[src/rtl/evm_pkg.sv]
// Shared types and helpers for the ballot controller: FSM state encoding,
// derived widths and the one-hot select check.
package evm_pkg;

  localparam int MAX_CAND = 16;

  typedef enum logic [2:0] {
    S_CLOSED,
    S_IDLE,
    S_SEL,
    S_COMMIT,
    S_SCAN,
    S_DONE
  } state_t;

  function automatic int idx_w(input int n);
    return (n > 1) ? $clog2(n) : 1;
  endfunction

  function automatic int tot_w(input int n, input int cw);
    return cw + $clog2(n);
  endfunction

  function automatic logic is_onehot(input logic [MAX_CAND-1:0] v);
    return ($countones(v) == 1);
  endfunction

endpackage

[src/rtl/evm_winner_scan.sv]
// Sequential winner search over the packed tallies: one candidate per cycle,
// lowest index wins on equal counts, tie flags any later equal maximum.
module evm_winner_scan
  import evm_pkg::*;
#(
  parameter int NUM_CAND = 4,
  parameter int CNT_W    = 7
) (
  input  logic                       clk,
  input  logic                       reset,
  input  logic                       start,
  input  logic                       clr,
  input  logic [NUM_CAND*CNT_W-1:0]  tally,
  output logic                       busy,
  output logic                       done,
  output logic [idx_w(NUM_CAND)-1:0] winner,
  output logic                       tie
);

  localparam int IW = idx_w(NUM_CAND);
  localparam logic [IW-1:0] LAST = IW'(NUM_CAND - 1);

  logic [IW-1:0]    idx;
  logic [CNT_W-1:0] cur;
  logic [CNT_W-1:0] run_max, nxt_max;
  logic [IW-1:0]    run_win, nxt_win;
  logic             run_tie, nxt_tie;

  // idx rests at 0 while idle, so the start cycle folds in candidate 0
  assign cur  = tally[idx*CNT_W +: CNT_W];
  assign done = busy && (idx == LAST);

  always_comb begin
    nxt_max = run_max;
    nxt_win = run_win;
    nxt_tie = run_tie;
    if (!busy) begin
      nxt_max = cur;
      nxt_win = '0;
      nxt_tie = 1'b0;
    end else if (cur > run_max) begin
      nxt_max = cur;
      nxt_win = idx;
      nxt_tie = 1'b0;
    end else if (cur == run_max) begin
      nxt_tie = 1'b1;
    end
  end

  always_ff @(posedge clk or posedge reset) begin
    if (reset) begin
      busy   <= 1'b0;
      idx    <= '0;
      winner <= '0;
      tie    <= 1'b0;
    end else begin
      if (start && !busy) begin
        busy <= 1'b1;
        idx  <= IW'(1);
      end else if (done) begin
        busy   <= 1'b0;
        idx    <= '0;
        winner <= nxt_win;
        tie    <= nxt_tie;
      end else if (busy) begin
        idx <= idx + IW'(1);
      end
      if (clr) begin
        winner <= '0;
        tie    <= 1'b0;
      end
    end
  end

  always_ff @(posedge clk) begin
    if (start || busy) begin
      run_max <= nxt_max;
      run_win <= nxt_win;
      run_tie <= nxt_tie;
    end
  end

endmodule

[src/rtl/evm_ballot_ctrl.sv]
// Voting controller: poll open/close, select->confirm ballot handshake with
// cancel and timeout, saturating tally bank, and winner scan on close.
module evm_ballot_ctrl
  import evm_pkg::*;
#(
  parameter int NUM_CAND = 4,
  parameter int CNT_W    = 7,
  parameter int SEL_TMO  = 16
) (
  input  logic                              clk,
  input  logic                              reset,
  input  logic                              open_poll,
  input  logic                              close_poll,
  input  logic [NUM_CAND-1:0]               cand_sel,
  input  logic                              confirm,
  input  logic                              cancel,
  output logic [NUM_CAND*CNT_W-1:0]         tally,
  output logic [NUM_CAND-1:0]               sat,
  output logic [tot_w(NUM_CAND,CNT_W)-1:0]  total,
  output logic                              poll_open,
  output logic                              vote_ack,
  output logic                              vote_rej,
  output logic [idx_w(NUM_CAND)-1:0]        winner,
  output logic                              tie,
  output logic                              result_vld
);

  localparam int IW  = idx_w(NUM_CAND);
  localparam int TW  = tot_w(NUM_CAND, CNT_W);
  localparam int TMW = (SEL_TMO > 2) ? $clog2(SEL_TMO) : 1;
  localparam logic [CNT_W-1:0] CNT_MAX  = '1;
  localparam logic [TMW-1:0]   TMO_LAST = TMW'(SEL_TMO - 1);

  state_t           state;
  logic [CNT_W-1:0] tally_q [NUM_CAND];
  logic [TW-1:0]    total_q;
  logic [IW-1:0]    sel_idx;
  logic [TMW-1:0]   tmr;
  logic [IW-1:0]    sel_enc;
  logic             sel_ok;
  logic             open_acc;
  logic             scan_start, scan_busy, scan_done;

  function automatic logic [CNT_W-1:0] sat_inc(input logic [CNT_W-1:0] v);
    return (v == CNT_MAX) ? v : v + CNT_W'(1);
  endfunction

  for (genvar g = 0; g < NUM_CAND; g++) begin : g_bank
    assign tally[g*CNT_W +: CNT_W] = tally_q[g];
    assign sat[g]                  = (tally_q[g] == CNT_MAX);
  end

  always_comb begin
    sel_enc = '0;
    for (int i = 0; i < NUM_CAND; i++)
      if (cand_sel[i]) sel_enc = IW'(i);
  end

  assign sel_ok     = is_onehot(MAX_CAND'(cand_sel)) && !sat[sel_enc];
  assign open_acc   = open_poll && !close_poll && (state == S_CLOSED || state == S_DONE);
  assign poll_open  = (state == S_IDLE) || (state == S_SEL) || (state == S_COMMIT);
  assign total      = total_q;
  assign scan_start = (state == S_SCAN) && !scan_busy;

  always_ff @(posedge clk or posedge reset) begin
    if (reset) begin
      state      <= S_CLOSED;
      total_q    <= '0;
      sel_idx    <= '0;
      tmr        <= '0;
      vote_ack   <= 1'b0;
      vote_rej   <= 1'b0;
      result_vld <= 1'b0;
      for (int i = 0; i < NUM_CAND; i++) tally_q[i] <= '0;
    end else begin
      vote_ack <= 1'b0;
      vote_rej <= 1'b0;
      unique case (state)
        S_CLOSED, S_DONE: begin
          if (open_acc) begin
            state      <= S_IDLE;
            total_q    <= '0;
            result_vld <= 1'b0;
            for (int i = 0; i < NUM_CAND; i++) tally_q[i] <= '0;
          end
        end
        S_IDLE: begin
          if (close_poll) begin
            state <= S_SCAN;
          end else if (|cand_sel) begin
            if (sel_ok) begin
              state   <= S_SEL;
              sel_idx <= sel_enc;
              tmr     <= '0;
            end else begin
              vote_rej <= 1'b1;
            end
          end
        end
        S_SEL: begin
          // close drops the pending selection silently; cancel beats confirm
          if (close_poll)          state <= S_SCAN;
          else if (cancel)         state <= S_IDLE;
          else if (confirm)        state <= S_COMMIT;
          else if (tmr == TMO_LAST) begin
            vote_rej <= 1'b1;
            state    <= S_IDLE;
          end else begin
            tmr <= tmr + TMW'(1);
          end
        end
        S_COMMIT: begin
          tally_q[sel_idx] <= sat_inc(tally_q[sel_idx]);
          total_q          <= total_q + TW'(1);
          vote_ack         <= 1'b1;
          state            <= close_poll ? S_SCAN : S_IDLE;
        end
        S_SCAN: begin
          if (scan_done) begin
            state      <= S_DONE;
            result_vld <= 1'b1;
          end
        end
        default: state <= S_CLOSED;
      endcase
    end
  end

  evm_winner_scan #(
    .NUM_CAND (NUM_CAND),
    .CNT_W    (CNT_W)
  ) u_scan (
    .clk    (clk),
    .reset  (reset),
    .start  (scan_start),
    .clr    (open_acc),
    .tally  (tally),
    .busy   (scan_busy),
    .done   (scan_done),
    .winner (winner),
    .tie    (tie)
  );

endmodule

[config.mk]
export PLATFORM = sky130hd
export DESIGN_NAME = evm_ballot_ctrl
export DESIGN_NICKNAME = d
export VERILOG_FILES = /design/src/rtl/evm_pkg.sv /design/src/rtl/evm_winner_scan.sv /design/src/rtl/evm_ballot_ctrl.sv
export SDC_FILE = /design/constraint.sdc
export NUM_CORES = 1
export LEC_CHECK = 0
export BUFFER_PORTS_ARGS = -buffer_cell sky130_fd_sc_hd__buf_2
export CAP_MARGIN = 15
export CORE_UTILIZATION = 52
export CTS_CLUSTER_SIZE = 24
export DETAILED_ROUTE_END_ITERATION = 7
export PLACE_DENSITY = 0.77
export SLEW_MARGIN = 40
export SYNTH_ARGS = -nofsm -noshare
export SYNTH_HDL_FRONTEND = slang
export SYNTH_SLANG_ARGS = --single-unit
[constraint.sdc]
create_clock -name clk -period 2.72 [get_ports clk]
set_input_delay 0.544 -clock clk [delete_from_list [all_inputs] [get_ports clk]]
set_output_delay 0.544 -clock clk [all_outputs]
set_load 0.02 [all_outputs]
Yosys cells after proc, flatten, opt, wreduce, memory -nomap -nowiden
Index checks and enable logic that the tools add are counted.
- memory bits (writable): 0
- register bits: 65
- input bits: 10
- bits in latches: 0
- memories: 0
- output and inout bits: 48
- word-level logic and storage cells: 156
- memory bits (read-only): 0
- $lt $le $gt $ge: 4
- bitwise gates (word level): 2
- divide/modulo/power cells: 0
- equal/unequal tests: 28
- $add $sub $neg: 7
- shifts and indexed selects: 1
- reductions and logical operators: 30
- multipliers: 1
- muxes and demuxes: 65
- operators with widths (cell ; number):
    $pmux 28 s2 ; 1
    $mux 7 ; 6
    $eq 7x7->1 const B ; 5
    $mux 3 ; 10
    $bwmux 28 ; 1
    $mux 28 ; 1
    $mux 4 ; 7
    $shiftx 28x6->7 ; 1
    $mux 1 ; 20
    $mux 2 ; 10
    $ne 2x2->1 const B ; 10
    $pmux 9 s2 ; 1
    $pmux 3 s5 ; 1
    $bmux 7 s2 ; 1
    $demux 7 s2 ; 1
    $reduce_bool 2->1 ; 5
    $add 9x1->9 const B ; 1
    $mux 9 ; 1
    $pmux 4 s2 ; 1
    $reduce_and 8->1 ; 1
    $add 7x1->7 const B ; 1
    $eq 7x7->1 ; 1
    $gt 7x7->1 ; 1
    $logic_and 1x1->1 ; 7
    other kinds (31) ; 43

Depth between registers and ports, before layout
Gate-level depths: netlist of run 1.
- depth in word-level cells: 11
- depth in mapped cells: 10
- gate-level depth less buffers: 10

Modules after synthesis
Synthesis of run 1 repeated with hierarchy kept, for this count alone.
- cell total of the unflattened synthesis: 365
- area, all modules: 3779.9 um^2
- by module, submodules not included (module ; instances ; area an instance (um^2) ; cells an instance ; sequential area each (um^2)):
    evm_ballot_ctrl ; 1 ; 2723.9 ; 277 ; 1226.2
    evm_winner_scan ; 1 ; 1056.0 ; 88 ; 450.4

Worst setup path after synthesis of run 1
No wires, ideal clock.
- path kind: reg-to-reg
- start point: register u_scan.idx[0]
- end point: register u_scan.run_max[0], enable pin
- slack: -0.249 ns
- data arrival time: 2.589 ns
- data required time: 2.339 ns
- path buffers: 1
- cell stages (with the launch flop): 8
- period minus slack after synthesis: 2.969 ns
- setup time: 0.381 ns
- cells stage by stage: dfrtp_1 clkbuf_1 mux4_2 ha_1 nand4_1 nor2_1 o21bai_1 o21ai_0
- longest elaborated chain between the ends: 5
- ends and longest elaborated chain (element ; RTL line ; RTL):
    from (decl) ; evm_winner_scan.sv:23 ; logic [IW-1:0] idx;
    from (signal assigned) ; evm_winner_scan.sv:66 ; idx <= idx + IW'(1);
    $mul 2x3->5 ; evm_winner_scan.sv:30 ; assign cur = tally[idx*CNT_W +: CNT_W];
    $shiftx 28x6->7 ; evm_winner_scan.sv:30 ;
    via u_scan.cur[4] ; evm_winner_scan.sv:24 ; logic [CNT_W-1:0] cur;
    $gt 7x7->1 ; evm_winner_scan.sv:41 ; end else if (cur > run_max) begin
    $ne 2x2->1 (no source line) ; -- ;
    $reduce_and 2->1 (no source line) ; -- ;
    to (signal assigned) ; evm_winner_scan.sv:77 ; run_max <= nxt_max;
    to (decl) ; evm_winner_scan.sv:25 ; logic [CNT_W-1:0] run_max, nxt_max;
The timed path passes the listed nets, and every way through them passes these cells.
A chain may end at the register's enable or synchronous reset.

Worst setup path after layout of run 1
- start point: input port cand_sel[0]
- end point: register tmr[2]
- longest elaborated chain between the ends: 6
- elaborated cells on any way between the ends: 8
- those cells by class: add/sub: 2; eq/ne: 3; reduce/logical: 3
- ends and longest elaborated chain (element ; RTL line ; RTL):
    from (decl) ; evm_ballot_ctrl.sv:14 ; input logic [NUM_CAND-1:0] cand_sel,
    $add 1x1->2 (implied by the code) ; evm_pkg.sv:25 ; return ($countones(v) == 1);
    $add 2x2->3 (implied by the code) ; evm_pkg.sv:25 ;
    $eq 3x1->1 ; evm_pkg.sv:25 ;
    $logic_and 1x1->1 ; evm_ballot_ctrl.sv:59 ; assign sel_ok = is_onehot(MAX_CAND'(cand_sel)) && !sat[sel_enc];
    $ne 2x2->1 (no source line) ; -- ;
    $reduce_and 8->1 (no source line) * ; -- ;
    to (signal assigned) ; evm_ballot_ctrl.sv:109 ; tmr <= tmr + TMW'(1);
    to (decl) ; evm_ballot_ctrl.sv:38 ; logic [TMW-1:0] tmr;
Every way passes the cells marked *; elsewhere a longest branch is shown, timed or not.

==> results of run 1 <==
==> layer usage <==
| metal | up-vias | wire length (microns) | GRT usage, % |
|---|---|---|---|
| li1 | 1444 | - | - |
| met1 | 1510 | 4154 | 36.55 |
| met2 | 96 | 4153 | 39.94 |
| met3 | 7 | 547 | 4.739 |
| met4 | 0 | 80 | 8.788 |
| met5 | - | 0 | 0 |
==> critical path, cell delays in order <==
cell and delay (ps):
buf_2 70, inv_1 60, fa_1 530, inv_1 40, ha_1 170, ha_1 270
nor2_1 100, nand2_1 60, a211o_1 240, buf_4 140, o31ai_2 350, o221ai_1 160
==> cell type report <==
cell class | instances | area [sq um] | area share (%)
Sequential cell | 65 | 1678 | 38.70
Timing Repair Buffer | 70 | 395.4 | 9.120
Inverter | 22 | 82.58 | 1.905
Tap cell | 96 | 120.1 | 2.771
Multi-Input combinational cell | 255 | 1904 | 43.93
Clock inverter | 4 | 20.02 | 0.4618
Clock buffer | 12 | 135.1 | 3.117
==> cells in the final DEF, fill, tap and decap left out, types with 3 or more instances in the layout <==
| master | Yosys | layout |
|---|---|---|
| a21oi_1 | 8 | 8 |
| a31oi_1 | 4 | 4 |
| a32o_1 | 3 | 3 |
| and2_1 | 4 | 4 |
| and3_1 | 4 | 4 |
| buf_2 | 5 | 57 |
| buf_4 | 0 | 12 |
| clkbuf_1 | 4 | 3 |
| clkbuf_8 | 0 | 9 |
| clkinv_1 | 1 | 3 |
| dfrtp_1 | 55 | 54 |
| edfxtp_1 | 10 | 10 |
| ha_1 | 14 | 14 |
| inv_1 | 21 | 20 |
| mux2i_1 | 17 | 17 |
| mux4_2 | 14 | 14 |
| nand2_1 | 31 | 31 |
| nand2b_1 | 5 | 5 |
| nand3_1 | 31 | 31 |
| nand3b_1 | 4 | 4 |
| nand4_1 | 9 | 9 |
| nor2_1 | 27 | 27 |
| nor3_1 | 3 | 3 |
| o21ai_0 | 21 | 20 |
| o21ai_1 | 14 | 15 |
==> registers in the layout, summed over array words and instances (netlist names), 2 cells and up <==
register        count
tally              28
u_scan.winner       2
u_scan.idx          2
tmr                 4
total               9
state               3
sel_idx             2
u_scan.run_max      7
u_scan.run_win      2
==> worst paths after layout <==
check | startpoint | to | slack, ps | cells past startpoint
hold / removal | reset | result_vld$_DFFE_PP0P_ | 250 | 2
setup reg to reg | u_scan.idx[0]$_DFFE_PP0P_ | u_scan.run_win[1]$_DFFE_PP_ | 220 | 7
hold reg to reg | total[8]$_DFFE_PP0P_ | total[8]$_DFFE_PP0P_ | 480 | 1
max in group asynchronous | reset | u_scan.idx[0]$_DFFE_PP0P_ | 1900 | 3
setup / recovery | cand_sel[0] | tmr[2]$_DFFE_PP0P_ | 190 | 12
min in group clk | open_poll | state[2]$_DFFE_PP0P_ | 450 | 2
==> power groups by stage <==
| stage | Combinational [W] | Clock [W] | Sequential (W) |
|---|---|---|---|
| 4_1_cts | 0.000817 | 0.000687 | 0.00137 |
| 3_3_place_gp | 0.000786 | 0 | 0.00137 |
| 6_report | 0.000816 | 0.000680 | 0.00137 |
| 5_1_grt | 0.000906 | 0.000723 | 0.00140 |
| 3_5_place_dp | 0.000814 | 0 | 0.00138 |
| 2_1_floorplan | 0.000701 | 0 | 0.00130 |
==> per-stage QoR <==
stage | cell area (sq um) | instances | setup slack [ps] | total power (W) | hold WS [ps]
finish | 4335 | 524 | 185.3 | 0.002864 | 248.1
global route | 4335 | 524 | 45.38 | 0.003026 | 294.3
CTS | 4332 | 524 | 120.3 | 0.002873 | 257.4
detailed placement | 4175 | 508 | -167.1 | 0.002196 | 468.4
global placement | 4175 | 508 | -96.92 | 0.002155 | 460.8
floorplan | 3769 | 357 | 14.49 | 0.002001 | 470.9
==> what timing repair did <==
item | in CTS | in global routing
resized for setup | 1 | 1
endpoints found under the setup margin | 2 | 2
hold buffers | 0 | 0
hold endpoints to repair | 0 | 0
==> cell families after synthesis <==
family	share of synthesized area [%]
DFF	44.56
adders and majority gates	5.188
AOI/OAI and AO/OA	12.40
and+or+nand+nor	18.82
muxes	13.50
buffers and inverters	5.055
xor gates and xnor gates	0.4657
==> flow_metrics.tcl, run 1 <==
set metrics [dict create \
    setup-violations-final 0 \
    path_clk_slew_ps 70 \
    fin_tns_setup_ps 0 \
    crit_fanout 4 \
    cp.arrival_ps 2740 \
    syn_avg_cell_area_sq_um 10.54 \
    switching_share_pct 35.39 \
    cp-start-kind "primary input" \
    ys_seq_area_share_pct 44.56 \
    synth.top_cell.area_share_pct 36.58 \
    clk_path_buf_depth 2 \
    synth_area_sq_um 3762 \
    maxCapViolations 0 \
    worstSetupPathType "in2reg" \
    max_slew.worst_pin.slew_ps 563.1 \
    vias_per_cell 5.834 \
    gp_congestion 0.8984 \
    p_int_w 0.001851 \
    fp.dieH_microns 87.06 \
    final_max_slew_viol_count 0 \
    root_buffer "clkbuf_8" \
    synth_cell_types 57 \
    endpoint_kind "register" \
    dieArea_sq_um 7579 \
    coreArea_sq_um 6907 \
    wl_microns 8937 \
    insertion_delay_ps 340 \
    fmaxAchievable_mhz 394.5 \
    grt_overflow 0 \
    h-tree-depth 3 \
    ios 58 \
    rows 30 \
    first_pass_iters 4 \
    finalClockSkew_ps 12.41 \
    synthTopCellsByCount "55 x dfrtp_1, 31 x nand2_1, 31 x nand3_1" \
    clock-sinks 65 \
    synth-seq-cells 65 \
    outcome "completed" \
    cts_buffers 9 \
    ys.warnings.count 0 \
    p_seq_share_pct 47.8 \
    die_x_microns 87.06 \
    cts_setup_buffers 0 \
    via_count 3057 \
    p_comb_share_pct 28.5 \
    grt_max_degree 40 \
    clkPwrFrac_pct 23.7 \
    synth_edf_count 10 \
    final_util_pct 62.77 \
    antenna_found_initial 0 \
    synth_cells 357 \
    min_path_type "in2async" \
    async_flop_share_pct 84.62 \
    yosysMostFrequentCell "dfrtp_1" \
    post_drt_wl_per_cell_microns 17.06 \
    cts_tree "built" \
    ant_nets 0 \
    power_density_nw_per_um2 660.7 \
    portBuffers 57 \
    drtIter0Drc 242 \
    fin_nets 448 \
    netSwitchingPower_w 0.001014 \
    ys.flop_type "dfrtp_1" \
    grt_setup_unrepaired "no" \
    synth_top_area_cell "dfrtp_1" \
    synthesis.nets 382 \
    post-route-min-period_ps 2535 \
    grt_pass1_vias 2882 \
    diodes 0 \
    fill_cells 606 \
    cp.required_ps 2930 \
    track_usage_pct 25.75 \
    drc 0 \
    p_leak_nw 2.039 \
    drive_gt1_share_pct 27.10 \
    hold_viol 0 \
    initial_core_util_pct 54.47 \
    synth_area_leaders "dfrtp_1 37%, mux4_2 8.4%, edfxtp_1 8.0%, ha_1 4.7%, mux2i_1 4.5%" \
    relSlewSlack_pct 62.41 \
    final.period_utilization_pct 93.19 \
    ir_drop_mv 0.3778 \
    syn_to_final_growth_pct 15.23 \
    hpwl_microns 6693 \
    grt_pass1_wl_microns 14610 \
]
(Power assumes the default switching activity.)
==> inputs of run 2 (changes only) <==
GPL_ROUTABILITY_DRIVEN = 0   (was not set)
PLACE_DENSITY = 0.88   (was 0.77)
==> run 2 against run 1 <==
  * Core utilization increased by 0.091 points
  * Power increased by 1.2%
  * Flip-flop and latch count unchanged
  * Register-to-register slack got worse by 99 ps
  * First-iteration DRC count increased by 47%
  * Non-clock buffer count increased by 1
  * Sequential share of layout area decreased by 0.056 points
  * Clock power increased by 3%
  * Largest power group unchanged
  * Highest routed layer unchanged
==> flow_metrics.tcl, run 2 (synthesized netlist as in run 1, its figures left out) <==
set metrics [dict create \
    cp-start-kind "register" \
    outcome "completed" \
    reg2reg_depth 7 \
    fp.dieH_microns 87.06 \
    setup-violations-final 0 \
    track_usage_pct 26.05 \
    root_buffer "clkbuf_8" \
    cts_tree "built" \
    cpMaxStageDelayCell "mux4_2" \
    clock-sinks 65 \
    drtIter0Drc 355 \
    endpoint_kind "register" \
    dpl_worst_slack_ps -149.6 \
    cts_setup_buffers 0 \
    relSlewSlack_pct 60.74 \
    grt_pass1_wl_microns 14770 \
    cp_cell_sequence "mux4_2 -> ha_1 -> a21oi_1 -> o21ai_0 -> o21bai_1 -> mux2i_1 -> nor2_1" \
    ant_nets 0 \
    dieArea_sq_um 7579 \
    hpwl_microns 6703 \
    syn_to_final_growth_pct 15.40 \
    path_clk_slew_ps 70 \
    post_drt_wl_per_cell_microns 17.47 \
    maxCapViolations 0 \
    max_slew.worst_pin.slew_ps 587.3 \
    drc 0 \
    cp.required_ps 2810 \
    first_pass_iters 5 \
    ir_drop_mv 0.5226 \
    worstSetupPathType "reg2reg" \
    grt_max_degree 40 \
    fin_nets 449 \
    grt_setup_unrepaired "no" \
    p_total_w 0.002900 \
    insertion_delay_ps 340 \
    r2r-start "u_scan.idx[0]$_DFFE_PP0P_" \
    diodes 0 \
    final_max_slew_viol_count 0 \
    finalClockSkew_ps 10.51 \
    rows 30 \
    h-tree-depth 3 \
    coreArea_sq_um 6907 \
    final.period_utilization_pct 95.56 \
    grt_overflow 0 \
    final_common_cell "buf_2" \
    largest_reg_flops 28 \
    power_density_nw_per_um2 667.9 \
    layout_setup_ws_ps 120.7 \
    crit_fanout 7 \
    antenna_found_initial 0 \
    rr_endpoint "u_scan.run_win[0]$_DFFE_PP_" \
    drive_gt1_share_pct 27.10 \
    portBuffers 57 \
    die_x_microns 87.06 \
    via_count 3166 \
    hold_viol 0 \
    cp.arrival_ps 2690 \
    wl_microns 9155 \
    finalHoldWorstSlack_ps 268.4 \
    final_cell_mix "57 x buf_2, 54 x dfrtp_1, 31 x nand3_1, 31 x nand2_1, 27 x nor2_1" \
    min_path_type "in2async" \
    grt_pass1_vias 3008 \
    slowest_delay_ps 560 \
    r2r_slack_ps 120 \
    p_leak_nw 2.047 \
    vias_per_cell 6.042 \
    cts_buffers 9 \
    ios 58 \
    fmaxAchievable_mhz 384.7 \
    clk_path_buf_depth 2 \
    post-route-min-period_ps 2599 \
    initial_core_util_pct 54.47 \
]
run 2: routing by layer:
metal | routed length, microns | global-route usage [%]
met1 | 4020 | 36.34
met2 | 4285 | 40.80
met3 | 700 | 4.929
met4 | 150 | 9.545
met5 | 0 | 0
run 2: timing repair:
action                                  4_1_cts  5_1_grt
endpoints found under the hold margin         0        0
hold buffers                                  0        0
endpoints found under the setup margin        0       12
gates resized for setup                       0        1
run 2: how the worst max path moves through the flow:
| stage | slack (ps) | startpoint | to | depth (start not counted) |
|---|---|---|---|---|
| after global placement | -90 | cand_sel[0] | tmr[2]$_DFFE_PP0P_ | 12 |
| after CTS | 20 | u_scan.idx[0]$_DFFE_PP0P_ | u_scan.run_win[1]$_DFFE_PP_ | 7 |
| after global routing | 30 | u_scan.idx[0]$_DFFE_PP0P_ | u_scan.run_win[0]$_DFFE_PP_ | 7 |
| final | 120 | u_scan.idx[0]$_DFFE_PP0P_ | u_scan.run_win[0]$_DFFE_PP_ | 7 |
| after floorplan | 10 | cand_sel[0] | sel_idx[0]$_DFFE_PP0P_ | 10 |
| after detailed placement | -150 | cand_sel[0] | tmr[2]$_DFFE_PP0P_ | 12 |
run 2: stage by stage:
stage | setup TNS, ps | instance area, sq um | util [%] | std cells
6_report | 0 | 4342 | 62.86 | 524
5_1_grt | 0 | 4342 | 62.86 | 524
4_1_cts | 0 | 4340 | 62.84 | 524
3_5_place_dp | -741.9 | 4183 | 60.56 | 509
3_3_place_gp | -440.8 | 4183 | 60.56 | 509
2_1_floorplan | 0 | 3769 | - | 357
run 2: cell type report:
cell class	instances	area [sq um]
sequential	65	1678
inverter	22	82.58
clock buffer	14	152.6
tap	96	120.1
timing repair buffer	71	402.9
fill	581	2565
multi-input combinational	255	1901
clock inverter	1	5.005
run 2: worst max-delay path, delay by kind of cell (launching register included):
kind                     cells  cell delay, ps
AND/OR/NAND/NOR              1              60
flip-flops                   1             490
AO/OA/AOI/OAI                3             640
adder cells (fa/ha/maj)      1             320
multiplexers                 2             840
run 2: where the power goes:
part	switching, W	total [W]	internal [W]
combinational	0.000479	0.000857	0.000378
sequential	0.000177	0.00134	0.00117
clock	0.000348	0.000699	0.000351
